### config.mk
export PLATFORM = sky130hd
export DESIGN_NAME = result_display_scanner
export DESIGN_NICKNAME = d
export VERILOG_FILES = /design/src/rtl/result_display_scanner.sv
export SDC_FILE = /design/constraint.sdc
export NUM_CORES = 1
export LEC_CHECK = 0
export CAP_MARGIN = 20
export CORE_MARGIN = 1.5
export CORE_UTILIZATION = 30
export CTS_BUF_LIST = sky130_fd_sc_hd__clkbuf_4
export CTS_CLUSTER_DIAMETER = 150
export DETAILED_ROUTE_END_ITERATION = 7
export PLACE_DENSITY = 0.53
export SETUP_SLACK_MARGIN = 0.2
export SYNTH_ARGS = -nofsm -noshare
export SYNTH_HDL_FRONTEND = slang
export SYNTH_SLANG_ARGS = --single-unit
### constraint.sdc
create_clock -name Clk -period 3.2 [get_ports Clk]
set_clock_uncertainty 0.05 [all_clocks]
set_input_delay 0.64 -clock Clk [delete_from_list [all_inputs] [get_ports Clk]]
set_output_delay 0.64 -clock Clk [all_outputs]
set_load 0.01 [all_outputs]
### src/rtl/result_display_scanner.sv
// result_display_scanner: queues changes of the core's v0/v1 results in a FIFO.
// It holds each queued pair on an 8-digit multiplexed seven-segment display.
//
// Parameters:
//   DEPTH   FIFO entries (power of two, >= 2)
//   DWELL   cycles each popped entry is held on the display (>= 2)
//   REFRESH cycles each digit is lit per scan step (>= 1)
// Ports:
//   Clk       single clock, rising edge
//   Reset     synchronous, active-low reset
//   v0, v1    core results; the low 16 bits of each are shown (v0 on the left half)
//   Pending   FIFO occupancy
//   Full      Pending == DEPTH
//   Overflow  sticky flag, set when a change is dropped; cleared only by reset
//   an        active-low digit enables; bit 7 is the leftmost digit
//   seg       active-low segments {g,f,e,d,c,b,a}
// Optional feature:
//   RESULT_BLANK_LEADING_EN  blanks leading zeros within each 4-digit half
module result_display_scanner #(
    parameter int DEPTH   = 4,
    parameter int DWELL   = 100000000,
    parameter int REFRESH = 100000
) (
    input  logic                    Clk,
    input  logic                    Reset,
    input  logic [31:0]             v0,
    input  logic [31:0]             v1,
    output logic [$clog2(DEPTH):0]  Pending,
    output logic                    Full,
    output logic                    Overflow,
    output logic [7:0]              an,
    output logic [6:0]              seg
);

    localparam int AW    = $clog2(DEPTH);
    localparam int DW    = $clog2(DWELL);
    localparam int RW    = (REFRESH > 1) ? $clog2(REFRESH) : 1;
    localparam int DLAST = DWELL - 1;
    localparam int RLAST = REFRESH - 1;

    localparam logic [AW:0]   CNT_FULL  = DEPTH[AW:0];
    localparam logic [DW-1:0] DCNT_LAST = DLAST[DW-1:0];
    localparam logic [RW-1:0] RCNT_LAST = RLAST[RW-1:0];

    typedef enum logic {
        IDLE = 1'b0,
        SHOW = 1'b1
    } state_e;

    // Capture / FIFO state
    logic [15:0]   last_v0_q;
    logic [15:0]   last_v1_q;
    logic [31:0]   mem_q [DEPTH];
    logic [AW-1:0] wptr_q;
    logic [AW-1:0] rptr_q;
    logic [AW:0]   cnt_q;
    logic          ovf_q;

    // Display FSM state
    state_e        state_q, state_d;
    logic [31:0]   hold_q, hold_d;
    logic [DW-1:0] dcnt_q, dcnt_d;

    // Scan state
    logic [RW-1:0] rcnt_q;
    logic [2:0]    dig_q;
    logic [7:0]    an_q;
    logic [6:0]    seg_q;

    logic [31:0]   cur;
    logic          change;
    logic          empty;
    logic          full;
    logic          pop;
    logic          push;
    logic          drop;
    logic [3:0]    nib;
    logic [7:0]    blank;
    logic          unused_hi;

    // Only the low halves of the results are displayed.
    assign unused_hi = ^{v0[31:16], v1[31:16]};

    assign cur    = {v0[15:0], v1[15:0]};
    assign change = (cur != {last_v0_q, last_v1_q});
    assign empty  = (cnt_q == '0);
    assign full   = (cnt_q == CNT_FULL);

    // A pop in the same cycle frees the slot, so a full FIFO still accepts.
    assign push = change && (!full || pop);
    assign drop = change && full && !pop;

    always_ff @(posedge Clk) begin
        if (!Reset) begin
            last_v0_q <= '0;
            last_v1_q <= '0;
            wptr_q    <= '0;
            rptr_q    <= '0;
            cnt_q     <= '0;
            ovf_q     <= 1'b0;
        end else begin
            last_v0_q <= v0[15:0];
            last_v1_q <= v1[15:0];
            if (push) begin
                wptr_q <= wptr_q + 1'b1;
            end
            if (pop) begin
                rptr_q <= rptr_q + 1'b1;
            end
            case ({push, pop})
                2'b10:   cnt_q <= cnt_q + 1'b1;
                2'b01:   cnt_q <= cnt_q - 1'b1;
                default: cnt_q <= cnt_q;
            endcase
            if (drop) begin
                ovf_q <= 1'b1;
            end
        end
    end

    // Storage needs no reset; occupancy tracks validity.
    always_ff @(posedge Clk) begin
        if (Reset && push) begin
            mem_q[wptr_q] <= cur;
        end
    end

    // FSM: state register
    always_ff @(posedge Clk) begin
        if (!Reset) begin
            state_q <= IDLE;
            hold_q  <= '0;
            dcnt_q  <= '0;
        end else begin
            state_q <= state_d;
            hold_q  <= hold_d;
            dcnt_q  <= dcnt_d;
        end
    end

    // FSM: next state
    always_comb begin
        state_d = state_q;
        case (state_q)
            IDLE: begin
                if (!empty) begin
                    state_d = SHOW;
                end
            end
            SHOW: begin
                if (dcnt_q == DCNT_LAST && empty) begin
                    state_d = IDLE;
                end
            end
            default: state_d = IDLE;
        endcase
    end

    // FSM: outputs (pop, hold and dwell counter updates)
    always_comb begin
        pop    = 1'b0;
        hold_d = hold_q;
        dcnt_d = dcnt_q;
        case (state_q)
            IDLE: begin
                if (!empty) begin
                    pop    = 1'b1;
                    hold_d = mem_q[rptr_q];
                    dcnt_d = '0;
                end
            end
            SHOW: begin
                if (dcnt_q == DCNT_LAST) begin
                    dcnt_d = '0;
                    if (!empty) begin
                        pop    = 1'b1;
                        hold_d = mem_q[rptr_q];
                    end
                end else begin
                    dcnt_d = dcnt_q + 1'b1;
                end
            end
            default: begin
                pop = 1'b0;
            end
        endcase
    end

    function automatic logic [6:0] hex7(input logic [3:0] n);
        logic [6:0] s;
        case (n)
            4'h0:    s = 7'h40;
            4'h1:    s = 7'h79;
            4'h2:    s = 7'h24;
            4'h3:    s = 7'h30;
            4'h4:    s = 7'h19;
            4'h5:    s = 7'h12;
            4'h6:    s = 7'h02;
            4'h7:    s = 7'h78;
            4'h8:    s = 7'h00;
            4'h9:    s = 7'h10;
            4'hA:    s = 7'h08;
            4'hB:    s = 7'h03;
            4'hC:    s = 7'h46;
            4'hD:    s = 7'h21;
            4'hE:    s = 7'h06;
            default: s = 7'h0E;
        endcase
        return s;
    endfunction

    assign nib = hold_q[{dig_q, 2'b00} +: 4];

`ifdef RESULT_BLANK_LEADING_EN
    logic [7:0] zero;

    always_comb begin
        zero = '0;
        for (int i = 0; i < 8; i++) begin
            zero[i] = (hold_q[4*i +: 4] == 4'h0);
        end
    end

    // A digit blanks only if it and every digit left of it in its half are zero;
    // the rightmost digit of each half always shows.
    assign blank = {
        zero[7], &zero[7:6], &zero[7:5], 1'b0,
        zero[3], &zero[3:2], &zero[3:1], 1'b0
    };
`else
    assign blank = 8'h00;
`endif

    // Scan: digit index advances once per REFRESH cycles.
    always_ff @(posedge Clk) begin
        if (!Reset) begin
            rcnt_q <= '0;
            dig_q  <= '0;
            an_q   <= 8'hFF;
            seg_q  <= 7'h7F;
        end else begin
            if (rcnt_q == RCNT_LAST) begin
                rcnt_q <= '0;
                dig_q  <= dig_q + 1'b1;
            end else begin
                rcnt_q <= rcnt_q + 1'b1;
            end
            an_q  <= ~(8'd1 << dig_q);
            seg_q <= blank[dig_q] ? 7'h7F : hex7(nib);
        end
    end

    assign Pending  = cnt_q;
    assign Full     = full;
    assign Overflow = ovf_q;
    assign an       = an_q;
    assign seg      = seg_q;

endmodule

Yosys cells after proc, flatten, opt, wreduce, memory -nomap -nowiden
Memories as Yosys holds them, arrays and structs flattened. A register that Yosys moved wholly into a read port is not among the register bits. Cells that the tools add are included.

Logic and storage cells: 67. Memories: 3. Bits in read-only memories: 120. Bits of input ports: 66. Register bits: 128. RAM bits: 128. Latch bits: 0.

Memories: mem_q (depth 4, width 32, read ports 1, clocked after Yosys merged registers in 1, write ports 1, line 53) `logic [31:0] mem_q [DEPTH];`; (name not given) (depth 16, width 7, read ports 1, clocked after Yosys merged registers in 1, write ports 0, line 191) `case (n)`; (name not given) (depth 8, width 1, read ports 1, clocked after Yosys merged registers in 1, write ports 0, line 249) `seg_q <= blank[dig_q] ? 7'h7F : hex7(nib);`.

Add/sub/neg operators: 7. Eq/ne operators: 8. Shifts and indexed selects: 2. Reductions and logical operators: 12. Divide/modulo/power cells: 0. Multiplexer cells: 19. $mul: 0. Magnitude comparators: 1. Bitwise logic cells: 3.

Operators by type and width (count): $mux W32 (2); $pmux W32 S2 (1); $mux W27 (2); $pmux W27 S2 (1); $ne A32 B32 Y1 (1); $shiftx A32 B6 Y4 (1); $add A27 B1 Y27 const B (1); $eq A27 B27 Y1 const B (1); $add A17 B1 Y17 const B (1); $eq A17 B17 Y1 const B (1); $not A8 Y8 (1); $shl A1 B3 Y8 const A (1); $add A3 B1 Y3 const B (2); $mux W1 (6); $mux W3 (2); $pmux W3 S2 (1); $logic_and A1 B1 Y1 (5); $add A2 B1 Y2 const B (2); $lt A3 B4 Y1 const B (1); $mux W2 (2); $pmux W1 S2 (2); $reduce_or A2 Y1 (2); $eq A3 B3 Y1 const B (1); $logic_not A3 Y1 (1); 9 further kinds (11).

Depth between registers and ports, before layout
Gate-level depths: netlist (run 1).

Depth after elaboration: 9. Gate-level depth with buffers: 12. Depth with buffers taken out: 10.

Least setup slack after synthesis (run 1)
OpenSTA, ideal clock, no wires.

Path type: register to register. Start point: register dcnt_q[0]. End point: memory mem_q[1][0] (enable). Data required time: 2.758 ns. Buffers on the path: 1. Period minus slack after synthesis: 3.029 ns. Path slack: 0.171 ns. Stages on the path, launching flop included: 8. Data arrival time: 2.587 ns. Cell sequence: dfxtp_1 ha_1 and3_1 nand3_1 o31a_1 clkbuf_1 a22oi_2 and3_1.

Word-level cells in the longest chain between the ends: 8.

RTL lines: from (decl) (line 62) `logic [DW-1:0] dcnt_q, dcnt_d;`; from (signal assigned) (line 137) `dcnt_q <= dcnt_d;`; $eq A27 B27 Y1 (line 173) `if (dcnt_q == DCNT_LAST) begin`; $mux W1 (line 173); $pmux W1 S2 (line 164) `case (state_q)`; $logic_or A1 B1 Y1 (line 90) `assign push = change && (!full || pop);`; $logic_and A1 B1 Y1 (line 90); $logic_and A1 B1 Y1 (line 123) `if (Reset && push) begin`; $mux W1 (line 123); $mux W1 (implied by the code) (line 124) `mem_q[wptr_q] <= cur;`; to (decl) (line 53).

No other way between the ends.

Worst setup path after layout (run 1)
Start point: register cnt_q[1] (netlist: Pending[1]). End point: output port Full.

Word-level cells in the longest chain between the ends: 1.

RTL lines: from (decl) (line 56) `logic [AW:0] cnt_q;`; from (signal assigned) (line 111) `2'b10: cnt_q <= cnt_q + 1'b1;`; from (signal assigned) (line 112) `2'b01: cnt_q <= cnt_q - 1'b1;`; from (signal assigned) (line 113) `default: cnt_q <= cnt_q;`; $eq A3 B3 Y1 (line 87) `assign full = (cnt_q == CNT_FULL);`; to (decl) (line 29) `output logic Full,`.

No other way between the ends.

==> results of run 1 <==
## Yosys cell counts (all sizes together), types with 3 or more instances
cell,instances,area share
dfxtp,137,0.26
a31oi,9,0.0052
mux4,41,0.086
nor4b,3,0.0036
o221ai,3,0.0025
ha,18,0.021
a41oi,5,0.0041
a211oi,3,0.0021
o21a,4,0.0028
xor2,44,0.036
mux2i,5,0.0047
a21oi,53,0.025
nand4,11,0.0064
o211a,4,0.0037
and3,14,0.0082
nand3,28,0.013
nor3,12,0.0061
or3,5,0.0034
xnor2,7,0.0057
edfxtp,128,0.36
nand2,99,0.035
nor2,47,0.016
o21ai,12,0.0056
nand2b,6,0.0035
inv,16,0.0056
a311oi,9,0.0074
nor4,13,0.0076
and2,34,0.020
o211ai,3,0.0021
and4,4,0.0033
a31o,4,0.0033
clkbuf,30,0.011
buf,15,0.0067
## stage by stage
stage / instance area [um2] / hold slack (ns) / setup TNS [ns] / util / power (uW)
global route: 13200 / 0.357 / 0 / 0.373 / 9690
global placement: 12300 / 0.375 / -0.0578 / 0.348 / 6290
CTS: 13200 / 0.305 / 0 / 0.373 / 9280
floorplan: 10700 / 0.363 / 0 / - / 5520
finish: 13200 / 0.360 / 0 / 0.373 / 9130
detailed placement: 12300 / 0.386 / -0.0382 / 0.348 / 6310
## where the power goes
part | switching, uW | total, uW | internal (uW)
clock network | 1410 | 2930 | 1520
registers | 216 | 4160 | 3940
logic | 1140 | 2040 | 896
## sequential cells by signal, indices dropped and copies added (netlist names), named ones only
register   count
last_v0_q     16
wptr_q         2
rcnt_q        17
seg            7
an             8
Overflow       1
last_v1_q     16
dig_q          3
mem_q        128
hold_q        32
dcnt_q        27
state_q        1
rptr_q         2
Pending        3
## routing by layer
metal,vias up,GRT usage
li1,3486,-
met1,3423,0.173
met2,150,0.221
met3,42,0.0347
met4,0,0.0599
met5,-,0
## kinds of logic after synthesis
family	count (synthesis)	share of synthesized area
flops	265	0.614
xor+xnor	51	0.0417
simple gates	286	0.133
compound gates	122	0.0744
fa+ha+maj	19	0.0229
buf+inv	61	0.0229
mux	46	0.0908
## path summary, 6_finish.rpt
kind                    end  cells after the start       start  slack [ns]
setup / recovery       Full                      3  Pending[1]        0.45
hold / removal       seg[0]                      2       Reset        0.36
setup reg to reg     seg[3]                      8    dig_q[1]        0.57
hold reg to reg   rcnt_q[0]                      1   rcnt_q[0]        0.40
## final cells by class
cell class              count  area [um2]
diodes                      1        2.50
multi-input cells         524        3920
inverters                  16        60.1
clock buffers             105         788
clock inverters            21         109
fillers                  3468       22200
repair buffers            121        1160
well taps                 461         577
flip-flops and latches    265        6590
## cell usage in the layout, fill, tap and decap left out, drive strengths merged, types with 18 or more instances in the layout
cell           instances
dfxtp                137
edfxtp               128
clkbuf               105
nand2                 99
buf                   69
a21oi                 53
clkdlybuf4s50         52
nor2                  47
xor2                  44
mux4                  41
and2                  34
nand3                 28
inv                   20
ha                    18
==> out/qor.csv, run 1 <==
stage,metric,value,unit
route,num_vias,7101,
synth,avgSynthCellArea,12.6,um2
global_route,grt_use_total,0.137,
global_route,grt_max_degree,66,
route,vias_per_cell,4.69,
route,dr.pass1.iters,4,
setup_path,arrival,2.06,ns
cts,hold_buffers,0,
synth,synth_nets,935,
setup_path,path_cells,"nor2_1, and2_1, clkdlybuf4s50_1",
cts,worstSkewPairLatency,0.71,ns
setup_path,crit_required,2.51,ns
synth,synth-main-ff-cell,dfxtp_1,
placed_design,dp_hpwl,15.4,mm
route,top_layer_used,met4,
layout,nets,1084,
route,drt_iter0_markers,443,
cts,cts_resized,0,
setup_path,critPathKind,reg2out,
die,die_h,192,um
cts,clock_sink_count,265,
route,wl_met1,11.0,mm
synth,ys_warn_count,0,
timing,worstMarginPinSlew,0.801,ns
cts,cts_tree,done,
setup_path,crit_buf_inv,1,
setup_path,crit_path_top_delay_cell,clkdlybuf4s50_1,
synth,synth-async-reset-ratio,0,
die,dieArea,36900,um2
layout,area_growth_syn_to_layout,23.2,%
setup_path,crit_path_start_kind,register,
timing,fin_crit_sh,0.860,
die,placementRows,69,
synth,yosys.cell_types.count,61,
synth,synth_edf_count,128,
timing,final-hold-violation-count,0,
synth,synth-seq-cells,265,
timing,setup_ws,0.448,ns
global_route,antenna_found_initial,1,
die,ios,86,
cts,clock_path_buffers,3,
global_route,grt_pass1_vias,7268,
setup_path,crit_path_max_incr_delay,0.56,ns
setup_path,critPathMaxFanout,8,
hold_path,hold_path.class,in2reg,
timing,maxSlewHeadroom,0.464,
power_and_ir_drop,p_leak,0.00475,uW
timing,rsz0062_at_grt,no,
route,wl_met2,11.4,mm
die,initial_core_util,0.303,
die,design.core.area,35400,um2
layout,drive_above_1_share,0.229,
cts,cts_buffers,71,
power_and_ir_drop,ir_drop,0.313,mV
timing,setup_violations,0,
layout,finalNonFillerCells,1514,
timing,period_needed,2.75,ns
flow_run,drv_cap,0,
route,drtAntennaViolNets,0,
placed_design,io_buffers,53,
die,die_x,192,um
placed_design,globalplace.congestion,0.754,
placed_design,dp_cells,1387,
synth,ys_seq_area_frac,0.614,
setup_path,critPathCaptureType,primary output,
route,drcViolationCount,0,
power_and_ir_drop,power.density,691,nW/um2
cts,clkTransAtPathRegs,0.06,ns
timing,maxSlewViolCount,0,
placed_design,dp_slack,-0.0382,ns
global_route,globalRouteOverflowTotal,0,
global_route,grt_pass1_wl,38.7,mm
route,wirelength,24.2,mm
synth,syn_inst,850,
route,routedWlPerCell,16.0,um
cts,cts-root-buf,clkbuf_4,
cts,cts_setup_buffers,0,
route,wl_met3,1.14,mm
setup_path,path_delay_family,buffers and inverters,
status,status,"finished, final reports clean",
timing,max_freq,363,MHz
synth,synth_area,10700,um2
cts,htreeDepth,3,
No activity file was read; power rests on OpenSTA's default activity.
==> inputs of run 2 (changes only) <==
--- a/config.mk
+++ b/config.mk
@@ -7,11 +7,11 @@
 export LEC_CHECK = 0
 export CAP_MARGIN = 20
 export CORE_MARGIN = 1.5
-export CORE_UTILIZATION = 30
+export CORE_UTILIZATION = 54
 export CTS_BUF_LIST = sky130_fd_sc_hd__clkbuf_4
 export CTS_CLUSTER_DIAMETER = 150
 export DETAILED_ROUTE_END_ITERATION = 7
-export PLACE_DENSITY = 0.53
+export PLACE_DENSITY = 0.83
 export SETUP_SLACK_MARGIN = 0.2
 export SYNTH_ARGS = -nofsm -noshare
 export SYNTH_HDL_FRONTEND = slang
==> run 2 against run 1 <==
Compared with the run above:
- first-iteration DRC count up 42%
- core utilization increased by 29 points
- final area fell by 3.0%
- sequential share of layout area is 1.5 points higher
- clock-buffer cell count is 6 lower
- via count increased by 2.9%
- wire length down 7.2%
- critical endpoint is now Pending[1]
- highest routed layer unchanged
==> out/qor.csv, run 2 (synthesis gave the netlist of run 1 again) <==
stage,metric,value,unit
route,wirelength,22.4,mm
route,vias_per_cell,5.60,
power_and_ir_drop,p_sw_frac,0.295,
timing,maxSlewHeadroom,0.507,
layout,mostFrequentLayoutCells,"dfxtp_1 (136), edfxtp_1 (128), nand2_1 (99), clkbuf_4 (99), buf_4 (58)",
timing,worstMarginPinSlew,0.736,ns
die,die_x,144,um
cts,cts_setup_buffers,0,
timing,setup_violations,0,
layout,largest_reg_flops,128,
global_route,globalRouteOverflowTotal,0,
setup_path,critPathMaxFanout,6,
route,num_vias,7306,
route,drt_iter0_markers,631,
setup_path,crit_path_start_kind,register,
setup_path,crit_start,dcnt_q[0],
cts,cts-root-buf,clkbuf_4,
global_route,grt_max_degree,41,
hold_path,worstHoldStart,Reset,
timing,fin_crit_sh,0.854,
cts,hold_buffers,0,
setup_path,r2r_slack,0.47,ns
layout,fin_util,0.659,
setup_path,arrival,3.27,ns
setup_path,timing.rr.end,Pending[1],
power_and_ir_drop,p_leak,0.00469,uW
global_route,grt_use_total,0.228,
cts,cts_resized,0,
route,dr.pass1.iters,7,
status,status,"finished, final reports clean",
setup_path,crit_buf_inv,0,
layout,reg_top3,"mem_q x128, hold_q x32, dcnt_q x27",
timing,hold_slack,0.352,ns
flow_run,drv_cap,0,
setup_path,path_cells,"ha_1, and3_1, nand3_1, o32ai_4, nand3_1, fa_1, or3_1, a31oi_1",
timing,setup_ws,0.466,ns
placed_design,io_buffers,53,
die,ios,86,
setup_path,reg2regPathDepth,8,
global_route,grt_pass1_wl,35.8,mm
placed_design,globalplace.congestion,0.828,
cts,worstSkewPairLatency,0.69,ns
global_route,grt_pass1_vias,7180,
setup_path,crit_path_max_incr_delay,0.44,ns
route,routedWlPerCell,17.2,um
setup_path,critPathKind,reg2reg,
timing,max_freq,366,MHz
power_and_ir_drop,ir_drop,0.455,mV
cts,clock_sink_count,265,
timing,maxSlewViolCount,0,
die,placementRows,51,
cts,cts_tree,done,
hold_path,whs_endpoint,seg[0],
setup_path,critPathCaptureType,register,
setup_path,crit_required,3.73,ns
power_and_ir_drop,combPwrFrac,0.221,
layout,drive_above_1_share,0.223,
cts,cts_buffers,66,
die,design.core.area,19500,um2
power_and_ir_drop,clock_power_share,0.321,
layout,area_growth_syn_to_layout,19.5,%
setup_path,path_common_cell,nand3_1,
route,drtAntennaViolNets,0,
placed_design,dp_hpwl,14.4,mm
layout,nets,1073,
power_and_ir_drop,p_seq_frac,0.458,
timing,period_needed,2.73,ns
cts,clock_path_buffers,3,
layout,final_common_cell,dfxtp_1,
hold_path,min_path_cells,2,
die,dieArea,20700,um2
power_and_ir_drop,power_switching,2680,uW
setup_path,path_delay_family,simple AND/OR/NAND/NOR gates,
hold_path,hold_path.class,in2reg,
setup_path,crit_path_top_delay_cell,fa_1,
timing,final-hold-violation-count,0,
layout,max_flop_register,mem_q,
setup_path,rr_startpoint,dcnt_q[0],
cts,clkTransAtPathRegs,0.07,ns
route,drcViolationCount,0,
die,initial_core_util,0.551,
die,die_h,144,um
timing,rsz0062_at_grt,no,
cts,htreeDepth,3,
power_and_ir_drop,power.density,709,nW/um2
power_and_ir_drop,totalPowerFinal,9080,uW
placed_design,dp_slack,-0.114,ns
power_and_ir_drop,intPower,6410,uW
global_route,antenna_found_initial,2,
## run 2: changes by cell type in the layout (fill, tap and decap cells not counted), moves of 4 or more
cell and change:
inv_6 -4, buf_12 -6, clkinv_1 -4, clkbuf_4 -6, clkinv_2 +4
## run 2: power groups by stage
stage          sequential (uW)  clock [uW]  combinational [uW]
2_1_floorplan             4150           0                1360
3_3_place_gp              4210           0                1920
3_5_place_dp              4240           0                1990
4_1_cts                   4160        2980                2000
5_1_grt                   4210        3150                2200
6_report                  4160        2910                2000
## run 2: how the worst max path moves through the flow
stage                             to  cells after the start
after global placement    Pending[1]                      9
after global routing      Pending[1]                      8
after detailed placement  Pending[1]                      9
after floorplan           Pending[1]                      9
final                     Pending[1]                      8
after CTS                       Full                      3
## run 2: cell type report
type / count / area, um2
Fill cell: 1442 / 6650
Sequential cell: 265 / 6590
Multi-Input combinational cell: 524 / 3910
Timing Repair Buffer: 115 / 1040
Clock buffer: 99 / 743
Tap cell: 265 / 332
Clock inverter: 20 / 138
Inverter: 16 / 60.1
Antenna cell: 1 / 2.50
## run 2: through the flow
| step | instance area, um2 | instances | setup TNS (ns) |
|---|---|---|---|
| 3_5_place_dp | 11900 | 1185 | -0.882 |
| 5_1_grt | 12800 | 1305 | 0 |
| 3_3_place_gp | 11900 | 1185 | -0.0515 |
| 2_1_floorplan | 10700 | 850 | 0 |
| 4_1_cts | 12800 | 1304 | 0 |
| 6_report | 12800 | 1305 | 0 |
## run 2: per-layer routing
layer  vias up  wire, um  GRT usage
li1       3447         -          -
met1      3551      9060      0.274
met2       264     11200      0.386
met3        44      1530     0.0620
met4         0       588      0.100
met5         -         0          0
